### src/rtl/note_render_pkg.sv
// note_render_pkg: shared sprite geometry, screen size and note slot types
package note_render_pkg;
  localparam int SPRITE_W = 20;
  localparam int SPRITE_H = 30;
  localparam int SCREEN_W = 640;
  localparam int SCREEN_H = 480;
  typedef logic [9:0] sprite_addr_t;
  typedef struct packed {
    logic       valid;
    logic [9:0] x;
    logic [9:0] y;
  } note_slot_t;
endpackage

### src/rtl/note_hit_detect.sv
// note_hit_detect: raster-vs-sprite hit test and sprite-local ROM address for one note slot
module note_hit_detect
  import note_render_pkg::*;
#(
  parameter int SW = SPRITE_W,
  parameter int SH = SPRITE_H
) (
  input  note_slot_t   slot_i,
  input  logic [9:0]   hcount_i,
  input  logic [9:0]   vcount_i,
  input  logic         active_video_i,
  output logic         hit_o,
  output sprite_addr_t addr_o
);
  logic [10:0] dx, dy;
  assign dx = {1'b0, hcount_i} - {1'b0, slot_i.x};
  assign dy = {1'b0, vcount_i} - {1'b0, slot_i.y};
  assign hit_o = slot_i.valid & active_video_i & (dx < 11'(SW)) & (dy < 11'(SH));
  assign addr_o = hit_o ? sprite_addr_t'(dy[9:0] * 10'(SW) + dx[9:0]) : '0;
endmodule

### src/rtl/note_sprite_renderer.sv
// note_sprite_renderer: note table, priority hit select and 3-stage ROM-aligned ink pipeline
module note_sprite_renderer
  import note_render_pkg::*;
#(
  parameter int NUM_NOTES = 8,
  parameter int SPRITE_W  = note_render_pkg::SPRITE_W,
  parameter int SPRITE_H  = note_render_pkg::SPRITE_H
) (
  input  logic                         clk,
  input  logic                         reset,
  input  logic                         note_we,
  input  logic [$clog2(NUM_NOTES)-1:0] note_idx,
  input  logic [9:0]                   note_x,
  input  logic [9:0]                   note_y,
  input  logic                         note_valid_in,
  input  logic                         frame_start,
  input  logic                         scroll_en,
  input  logic [9:0]                   hcount,
  input  logic [9:0]                   vcount,
  input  logic                         active_video,
  output logic [9:0]                   rom_addr,
  input  logic                         rom_pixel,
  output logic                         pixel_on,
  output logic [NUM_NOTES-1:0]         slot_free
);
  localparam int IW = $clog2(NUM_NOTES);
  note_slot_t           slots_q [NUM_NOTES];
  note_slot_t           slots_d [NUM_NOTES];
  logic [NUM_NOTES-1:0] hit;
  sprite_addr_t         addr [NUM_NOTES];
  sprite_addr_t         rom_addr_d, rom_addr_q;
  logic                 hit_any, hit_d1_q, hit_d2_q, pixel_on_q;

  for (genvar i = 0; i < NUM_NOTES; i++) begin : g_slot
    note_hit_detect #(.SW(SPRITE_W), .SH(SPRITE_H)) u_hit (
      .slot_i        (slots_q[i]),
      .hcount_i      (hcount),
      .vcount_i      (vcount),
      .active_video_i(active_video),
      .hit_o         (hit[i]),
      .addr_o        (addr[i])
    );
    assign slot_free[i] = ~slots_q[i].valid;
  end

  // lowest-index hitting slot owns the ROM address; overlaps never blend
  always_comb begin
    hit_any = |hit;
    rom_addr_d = '0;
    for (int n = NUM_NOTES - 1; n >= 0; n--) rom_addr_d = hit[n] ? addr[n] : rom_addr_d;
  end

  // scroll valid slots one pixel left per frame; a write to a slot overrides its scroll
  always_comb begin
    for (int n = 0; n < NUM_NOTES; n++) begin
      slots_d[n] = slots_q[n];
      if (frame_start && scroll_en && slots_q[n].valid) begin
        slots_d[n].valid = slots_q[n].x != '0;
        slots_d[n].x = (slots_q[n].x == '0) ? slots_q[n].x : slots_q[n].x - 10'd1;
      end
      if (note_we && note_idx == IW'(n)) slots_d[n] = '{valid: note_valid_in, x: note_x, y: note_y};
    end
  end

  // note table plus hit pipeline delayed to meet the ROM's registered pixel
  always_ff @(posedge clk) begin
    if (reset) begin
      for (int n = 0; n < NUM_NOTES; n++) slots_q[n] <= '0;
      rom_addr_q <= '0;
      hit_d1_q <= 1'b0;
      hit_d2_q <= 1'b0;
      pixel_on_q <= 1'b0;
    end else begin
      slots_q <= slots_d;
      rom_addr_q <= rom_addr_d;
      hit_d1_q <= hit_any;
      hit_d2_q <= hit_d1_q;
      pixel_on_q <= hit_d2_q & rom_pixel;
    end
  end

  assign rom_addr = rom_addr_q;
  assign pixel_on = pixel_on_q;
endmodule

### config.mk
export PLATFORM = sky130hd
export DESIGN_NAME = note_sprite_renderer
export DESIGN_NICKNAME = d
export VERILOG_FILES = /design/src/rtl/note_render_pkg.sv /design/src/rtl/note_hit_detect.sv /design/src/rtl/note_sprite_renderer.sv
export SDC_FILE = /design/constraint.sdc
export NUM_CORES = 1
export LEC_CHECK = 0
export CAP_MARGIN = 40
export CORE_MARGIN = 3
export CORE_UTILIZATION = 30
export CTS_BUF_LIST = sky130_fd_sc_hd__clkbuf_4
export DETAILED_ROUTE_END_ITERATION = 7
export PLACE_DENSITY = 0.42
export SYNTH_ARGS = -nofsm -noshare
export SYNTH_HDL_FRONTEND = slang
export SYNTH_HIERARCHICAL = 1
export SYNTH_SLANG_ARGS = --single-unit
### constraint.sdc
create_clock -name clk -period 4.9 [get_ports clk]
set_input_delay 0.98 -clock clk [delete_from_list [all_inputs] [get_ports clk]]
set_output_delay 0.98 -clock clk [all_outputs]
set_load 0.01 [all_outputs]
Word level (Yosys, flattened, before mapping) --
Index checks and enable logic that the tools add are counted.
Storage, ports and cells: register bits 181, bits in latches 0, bits in writable memories 0, bits in read-only memories 0, logic and storage cells 215, memories 0
Operators by class: $add $sub $neg 32, multiply operators 8, div/mod/pow operators 0, order comparisons 16, equality and inequality tests 15, shifts and indexed selects 0, mux-type cells 32, bitwise gates (word level) 33, reductions and logical operators 51
Operators by type and width (number):
- $lt 11x5->1 const B | 16
- $sub 10x10->11 | 16
- $mux 21 | 8
- $mux 10 | 16
- $mux 11 | 8
- $add 10x10->10 | 8
- $logic_not 10->1 | 8
- $mul 10x3->8 const B | 8
- $reduce_bool 10->1 | 8
- $sub 10x1->10 const B | 8
- $and 1x1->1 | 25
- $logic_and 1x1->1 | 17
- $ne 2x1->1 const B | 8
- $reduce_and 2->1 | 8
- $reduce_bool 2->1 | 8
- $eq 3x3->1 const B | 4
- $not 1->1 | 8
- $reduce_or 8->1 | 1
- $eq 3x2->1 const B | 2
- $eq 3x1->1 const B | 1
- $logic_not 3->1 | 1

Longest topological paths before layout --
Gate-level depths: netlist (run 1).
depth in word-level cells 12, depth in mapped cells 23

Hierarchy --
Netlist (run 1), hierarchy kept.
By module, submodules not included:
- note_sprite_renderer | instances 1, cells an instance 1138, area each 9021.2 sq um, sequential area each 3623.5 sq um
- note_hit_detect (g_slot[2].u_hit ...) | instances 3, cells an instance 222, area each 1687.9 sq um, sequential area each 0.0 sq um
- note_hit_detect (g_slot[0].u_hit ...) | instances 3, cells an instance 212, area each 1621.6 sq um, sequential area each 0.0 sq um
- note_hit_detect (g_slot[7].u_hit) | instances 1, cells an instance 224, area each 1697.9 sq um, sequential area each 0.0 sq um
- note_hit_detect (g_slot[3].u_hit) | instances 1, cells an instance 202, area each 1545.2 sq um, sequential area each 0.0 sq um

Least setup slack after synthesis (run 1) --
Ideal clock, no wire load.
kind input to register, start input vcount[0], end register rom_addr_q[9], in the netlist rom_addr[9], arrival time 4648 ps, required time 4830 ps, path slack 182 ps, stages 21, buffers on the path 0, path through inv_1 ha_1 inv_1 fa_1 nand2_1 nand2_1 a21oi_1 xnor2_1 nor2_1 or2_2 fa_1 inv_1 ha_1 or4_1 a31oi_1 xnor3_1 nor3_2 inv_1 a21oi_1 o21ai_0 a21oi_1
RTL lines:
- start, declared | RTL line note_sprite_renderer.sv:19 | input logic [9:0] vcount,
- end signal, assigned | RTL line note_sprite_renderer.sv:75 | rom_addr_q <= rom_addr_d;
- end, declared | RTL line note_sprite_renderer.sv:31 | sprite_addr_t rom_addr_d, rom_addr_q;

==> results of run 1 <==
## logic make-up (layout without fill, tap and decap cells)
family / Yosys count / after routing / synth area share (%)
compound gates: 783 / 783 / 24.9
xor+xnor: 188 / 188 / 7.67
fa+ha+maj: 320 / 320 / 19.1
buf+inv: 460 / 957 / 8.64
flops: 181 / 181 / 16.3
mux: 23 / 23 / 1.07
other cells: 0 / 7 / 0
simple gates: 911 / 911 / 22.3
## registers in the layout, indices dropped and copies added, names as in the netlist
register	cells
hit_d1_q	1
rom_addr	10
hit_d2_q	1
pixel_on	1
slots_q	168
## routing by layer
metal	share of wire (%)	up-vias
li1	-	11200
met2	45	506
met4	2.3	0
met1	48	10900
met3	4.0	72
met5	0	-
## path summary, 6_finish.rpt
check               from           to
max            vcount[1]  rom_addr[9]
min             hit_d2_q     pixel_on
max reg2reg  slots_q[73]  rom_addr[1]
min reg2reg     hit_d2_q     pixel_on
## cell usage after synthesis, types with 15 or more instances
cell / n / share of area (%)
o211ai_1: 18 / 0.61
nor3_2: 19 / 0.86
nand2_1: 241 / 4.1
nor4_1: 34 / 0.96
fa_1: 32 / 2.9
dfxtp_1: 181 / 16
nand2b_1: 48 / 1.4
o21a_1: 23 / 0.78
nor2_2: 36 / 1.0
nand4_1: 22 / 0.62
o31ai_1: 15 / 0.51
and3_1: 20 / 0.56
nor3_1: 47 / 1.1
a311oi_1: 29 / 1.1
ha_1: 288 / 16
xor2_1: 70 / 2.8
or4_1: 22 / 0.74
or3_1: 23 / 0.65
a31oi_1: 46 / 1.3
nand3_1: 54 / 1.2
a211oi_1: 62 / 2.1
o21ai_0: 78 / 1.8
inv_1: 333 / 5.6
nor2_1: 187 / 3.2
clkbuf_1: 72 / 1.2
a21o_1: 78 / 2.6
buf_6: 17 / 0.86
mux2i_1: 17 / 0.77
nor2b_1: 43 / 1.2
a21oi_1: 227 / 5.1
xnor2_1: 114 / 4.5
## final cells by class
class	count	area (µm²)
antenna	7	17.5
tap	959	1200
clock inverter	12	158
multi-input combinational	2225	16800
timing repair buffer	590	5140
clock buffer	18	135
inverter	337	1260
sequential	181	3620
fill	7574	44700
## placed cells by master (no fill, tap or decap), drive strengths merged, types with 13 or more instances in the layout
cell and n:
a211oi 71, a21o 78, a21oi 235, a221oi 14, a311oi 29, a31oi 47
and3 20, buf 521, clkbuf 18, clkdlybuf4s50 67, dfxtp 181, fa 32
ha 288, inv 338, mux2i 17, nand2 241, nand2b 48, nand3 54
nand4 23, nand4b 14, nor2 226, nor2b 44, nor3 66, nor3b 19
nor4 40, o2111ai 15, o211ai 18, o21a 23, o21ai 84, o21bai 14
o31a 13, o31ai 22, or2 14, or3 23, or4 23, xnor2 114
xor2 70
## per-stage QoR
step | hold WS [ps] | total power (W)
floorplan | 402 | 0.00413
global placement | 410 | 0.00566
detailed placement | 411 | 0.00573
CTS | 412 | 0.00680
global route | 431 | 0.00730
finish | 403 | 0.00678
## what timing repair did
action,CTS,global route
pin swaps,0,9
setup buffers,0,1
gates cloned,0,0
hold buffers,0,0
setup endpoints to repair,1,4
gates resized for setup,1,29
## power breakdown
group / internal (W) / switching, W
combinational: 0.00207 / 0.00212
sequential: 0.00151 / 0.0000486
clock: 0.000355 / 0.000665
total: 0.00394 / 0.00284
## worst register-to-register path, cell delays in order, from the launching register on
cell      delay [ps]
dfxtp_1          490
ha_1             210
inv_1             50
fa_1             400
a21o_1           220
a221oi_2         360
xor2_1           280
buf_4            150
o31ai_1           70
nor4_1           400
nand4b_1         210
buf_4            240
nor3b_2          190
a211oi_1         140
o311a_1          190
a211oi_1         500
buf_4            200
==> metrics.md, run 1 <==
| Metric | Value |
|---|---|
| Slew Limit Fails | 0 |
| Reg clk slew, reported paths | 180 ps |
| Synth Cell Area | 0.0222 mm² |
| Layout cells sized above 1 | 21.9% |
| Hold Crit Class | flop to flop |
| Hold path depth | 2 |
| Ys flop type | dfxtp_1 |
| Reg2reg setup slack | 550 ps |
| Clock sinks | 181 |
| Critical path cell sequence | clkdlybuf4s50_1 -> buf_12 -> buf_4 -> ha_1 -> nor2b_1 -> o21ai_0 -> nor3b_2 -> nor2_1 -> ha_1 -> ha_1 -> inv_1 -> fa_1 -> inv_1 -> ha_1 -> or4_1 -> a31oi_1 -> xnor3_1 -> nor3_2 -> o21ai_2 -> a21oi_1 |
| Final non-filler cell total | 4,329 |
| Initial Util | 30.4% |
| Post-route clock period utilization | 97.3% |
| Crit path arrival time | 5510 ps |
| Clock skew | 34.9 ps |
| LEAKAGE | 11.6 nW |
| Cts bufs inserted | 17 |
| Final Util | 38.8% |
| Dpl cell area | 0.0279 mm² |
| Placed cells | 4,291 |
| CP Buf/Inv Count | 5 |
| Vias in the first global route | 22,100 |
| Post-route ant nets | 0 |
| CTS Buffer Depth | 2 |
| Count of final hold-check violations | 0 |
| Pre-CTS setup slack | -922 ps |
| Syn nets | 3,237 |
| Total track usage | 23.2% |
| Gpl congestion | 0.920 |
| Post-synth ARST share | 0% |
| Crit-path max FO | 7 |
| Yosys reg bits | 181 |
| Worst stage delay on the critical path | 530 ps |
| First-pass GRT wire length | 136 mm |
| Mean Syn Cell Area | 7.74 µm² |
| Routed vias/inst | 5.25 |
| Fin crit period | 4770 ps |
| Cells on worst reg2reg path | 16 |
| Post-route cell area | 0.0283 mm² |
| Critical path depth | 20 |
| Crit. End Element | flop |
| Register area share after synthesis | 16.3% |
| Router iterations before antenna repair | 8 |
| Distinct cells, synth | 112 |
| Grt total ovfl | 0 |
| Startpoint Class | input pin |
| Met3 usage | 2.28% |
| Die Height | 278 µm |
| Die area | 0.0773 mm² |
| Final net count | 3,723 |
| DRT iter0 DRCs | 1,576 |
| Final WL | 90.8 mm |
| Via count | 22,700 |
| CTS H-tree lvls | 4 |
| Slew headroom | 36.7% |
| Sum Neg Setup Slack | 0 ps |
| Post-synth EDFFs | 0 |
| Core footprint | 0.0731 mm² |
| Avg WL per Cell | 21.0 µm |
| CTS tree | yes |
| Detailed-route DRC error count | 0 |
| IO Count | 70 |
| RSZ-0062 raised after global routing | false |
| Setup WS post-layout | 134 ps |
| Largest net degree at the start of global routing | 75 |
| GR Util met2 | 37.9% |
| Busiest grt layer | met2 |
| WP data required | 5640 ps |
| Synthesis-to-layout area growth | 27.7% |
| PortBufs | 69 |
| Cell family with most CP delay | adder cells |
| Grt met1 use | 32.7% |
| Fmax | 0.210 GHz |
| Worst-margin pin slew | 949 ps |
| Setup-failing EPs final | 0 |
| Setup CP Type | input pin to flop |
| Max IR drop VDD | 0.151 mV |
| DP HPWL | 73.1 mm |
| Initial antenna violation count | 5 |
| # Max-Cap Violations | 0 |
| Outcome | finished clean |
| CP max stage cell | or4_1 |
| Rows | 99 |
| Mapped Cells | 2,866 |
| Die X | 278 µm |
| Ys Warns | 6 |
| PwrDens | 239 mW/mm² |
| Most frequent CP cell | ha_1 |
| Worst-Skew Late Latency | 800 ps |
| Clk root buf | clkbuf_4 |
Power figures use the tool's default switching activity.
==> run 2, diff against run 1 <==
--- a/config.mk
+++ b/config.mk
@@ -10,7 +10,9 @@
 export CORE_UTILIZATION = 30
 export CTS_BUF_LIST = sky130_fd_sc_hd__clkbuf_4
 export DETAILED_ROUTE_END_ITERATION = 7
-export PLACE_DENSITY = 0.42
+export DONT_BUFFER_PORTS = 1
+export PLACE_DENSITY = 0.41
+export RECOVER_POWER = 100
 export SYNTH_ARGS = -nofsm -noshare
 export SYNTH_HDL_FRONTEND = slang
 export SYNTH_HIERARCHICAL = 1
==> run 2 against run 1 <==
  * The run now ends with max-capacitance violations, max-slew violations left
  * Clock skew fell by 1.3 ps
  * Via count is 7.9% lower
  * Critical path depth decreased by 7
  * Non-clock buffer count shrank 470
  * Design area decreased by 16%
  * Total power shrank 14%
  * Flip-flop and latch count did not move
  * Fmax rose by 2.2%
  * Critical path type is now flop to flop
  * First-iteration DRC count decreased by 5.3%
  * Routed wire length down 4.9%
  * Sequential power is essentially flat
  * Combinational power decreased by 21%
==> metrics.md, run 2 (same netlist as run 1, synthesis figures left out) <==
| Metric | Value |
|---|---|
| Critical path launch point | slots_q[118] |
| Final WL | 86.4 mm |
| DP HPWL | 64.4 mm |
| Post-CTS setup buffer count | 0 |
| Part of the power in registers | 26.9% |
| Crit-path max FO | 17 |
| Max reg flops | 168 |
| RSZ-0062 raised after global routing | false |
| Gpl congestion | 0.884 |
| Clk root buf | clkbuf_4 |
| Area of the multi-input gates | 0.0166 mm² |
| Met3 WL | 4.09 mm |
| Comb power frac | 57.0% |
| Dpl cell area | 0.0237 mm² |
| Worst-Skew Late Latency | 770 ps |
| Commonest cells after routing, fill and taps aside | inv_1 (333), ha_1 (288), nand2_1 (241), a21oi_1 (227), nor2_1 (187) |
| # fillers | 7,866 |
| Count of final hold-check violations | 0 |
| Post-route cell area | 0.0238 mm² |
| Slew headroom | -10.8% |
| Die X | 278 µm |
| Routed vias/inst | 5.42 |
| Post-route ant nets | 0 |
| PwrDens | 244 mW/mm² |
| Top reg by flops | slots_q |
| Clock share of power | 16.1% |
| Max IR drop VDD | 0.172 mV |
| Cts-stage hold buffer count | 0 |
| Die Height | 278 µm |
| Rows | 99 |
| Initial Util | 30.4% |
| Setup CP Type | flop to flop |
| Total track usage | 22.2% |
| Switching Share | 43.6% |
| Met2 routed WL | 38.7 mm |
| DRT iter0 DRCs | 1,492 |
| Top Metal Used | met4 |
| Core footprint | 0.0731 mm² |
| CTS H-tree lvls | 4 |
| Initial antenna violation count | 11 |
| Avg WL per Cell | 22.3 µm |
| Failing checks | max-capacitance violations, max-slew violations |
| Die area | 0.0773 mm² |
| Internal Dissipation | 0.00328 W |
| R2r startpoint | slots_q[118] |
| Largest net degree at the start of global routing | 185 |
| Cts bufs inserted | 17 |
| Detailed-route DRC error count | 0 |
| Commonest non-fill, non-tap cell in the layout | inv_1 |
| LEAKAGE | 9.14 nW |
| IO Count | 70 |
| Outcome | finished, violations left |
| Setup-failing EPs final | 0 |
| First-pass GRT wire length | 128 mm |
| Reg clk slew, reported paths | 210 ps |
| Vias in the first global route | 20,400 |
| Router iterations before antenna repair | 5 |
| Crit path arrival time | 5360 ps |
| Grt total ovfl | 0 |
| Storage element area | 0.00362 mm² |
| Fin crit period | 4660 ps |
| # Max-Cap Violations | 2 |
| CTS tree | yes |
| Slew Limit Fails | 42 |
| Startpoint Class | flop |
| M1 WL | 41.2 mm |
| Hold Crit Class | input pin to flop |
| Total power | 0.00581 W |
| Worst hold start | rom_pixel |
| CTS resizes | 0 |
| Clock sinks | 181 |
| Synthesis-to-layout area growth | 7.43% |
| Psw | 0.00254 W |
| Post-route clock period utilization | 95.2% |
| PortBufs | 0 |
| Via count | 20,900 |
| Fmax | 0.214 GHz |
| Worst-margin pin slew | 1660 ps |
| Layout cells sized above 1 | 10.1% |
| WP data required | 5600 ps |
| Crit. End Element | flop |
| Clock skew | 33.7 ps |
| CTS Buffer Depth | 2 |
| Sum Neg Setup Slack | 0 ps |
| Final net count | 3,253 |
## run 2: changes by cell type in the layout (fill, tap and decap cells not counted), moves of 4 or more
cell             previous run  this run
a21oi_2                    11         5
clkbuf_1                    0        12
diode_2                     7        13
buf_4                     465       105
buf_12                     30         0
a21oi_1                   221       227
buf_6                       8         1
clkdlybuf4s50_1            67         0
o31ai_1                    15        19
buf_8                      17         0
inv_6                       1         5
a31oi_1                    43        47
## run 2: layout make-up
cell class / count / share of cell area [%]
Multi-Input combinational cell: 2225 / 69.6
Sequential cell: 181 / 15.2
Inverter: 337 / 5.31
Tap cell: 959 / 5.03
Timing Repair Buffer: 120 / 3.61
Clock buffer: 18 / 0.567
Clock inverter: 14 / 0.504
Antenna cell: 13 / 0.136
## run 2: final timing paths
kind | to | slack, ps | depth (start not counted)
min reg2reg | pixel_on | 450 | 2
min | pixel_on | 280 | 2
max reg2reg | rom_addr[2] | 240 | 13
max | rom_addr[2] | 240 | 13
## run 2: metrics by stage
stage	instances	utilization [%]	hold slack [ps]	setup WS, ps
after floorplan	2866	-	402	182
after global placement	3817	32.4	440	-592
after detailed placement	3822	32.4	445	-224
after CTS	3854	32.8	144	402
after global routing	3858	32.6	173	54.7
final	3867	32.6	283	237
## run 2: critical path, cell delays in order (launching register included)
cell      delay [ps]
dfxtp_1          510
inv_1             80
ha_1             470
nand3_1          150
a21boi_1         230
o22ai_1          160
o311ai_0         800
nor4_2           100
nand4_1          240
inv_2            190
nor2_1           740
a31oi_1          310
a21oi_1          330
clkbuf_1         260
## run 2: power by group through the flow
| stage | clock [W] | sequential, W | combinational, W |
|---|---|---|---|
| floorplan | 0 | 0.00158 | 0.00256 |
| finish | 0.000936 | 0.00156 | 0.00331 |
| detailed placement | 0 | 0.00159 | 0.00333 |
| global placement | 0 | 0.00159 | 0.00330 |
| CTS | 0.000999 | 0.00156 | 0.00336 |
| global route | 0.00104 | 0.00157 | 0.00371 |
## run 2: per-layer routing
metal  GRT usage (%)  up-vias
li1                -    10300
met5               0        -
met3            3.50       82
met4            7.15        0
met2            35.6      437
met1            30.4    10100
==> run 3, diff against run 2 <==
--- a/config.mk
+++ b/config.mk
@@ -13,6 +13,7 @@
 export DONT_BUFFER_PORTS = 1
 export PLACE_DENSITY = 0.41
 export RECOVER_POWER = 100
+export SLEW_MARGIN = 0
 export SYNTH_ARGS = -nofsm -noshare
 export SYNTH_HDL_FRONTEND = slang
 export SYNTH_HIERARCHICAL = 1
==> results of run 3 <==
No change in the layout: final DEF, timing and power equal those of run 2.
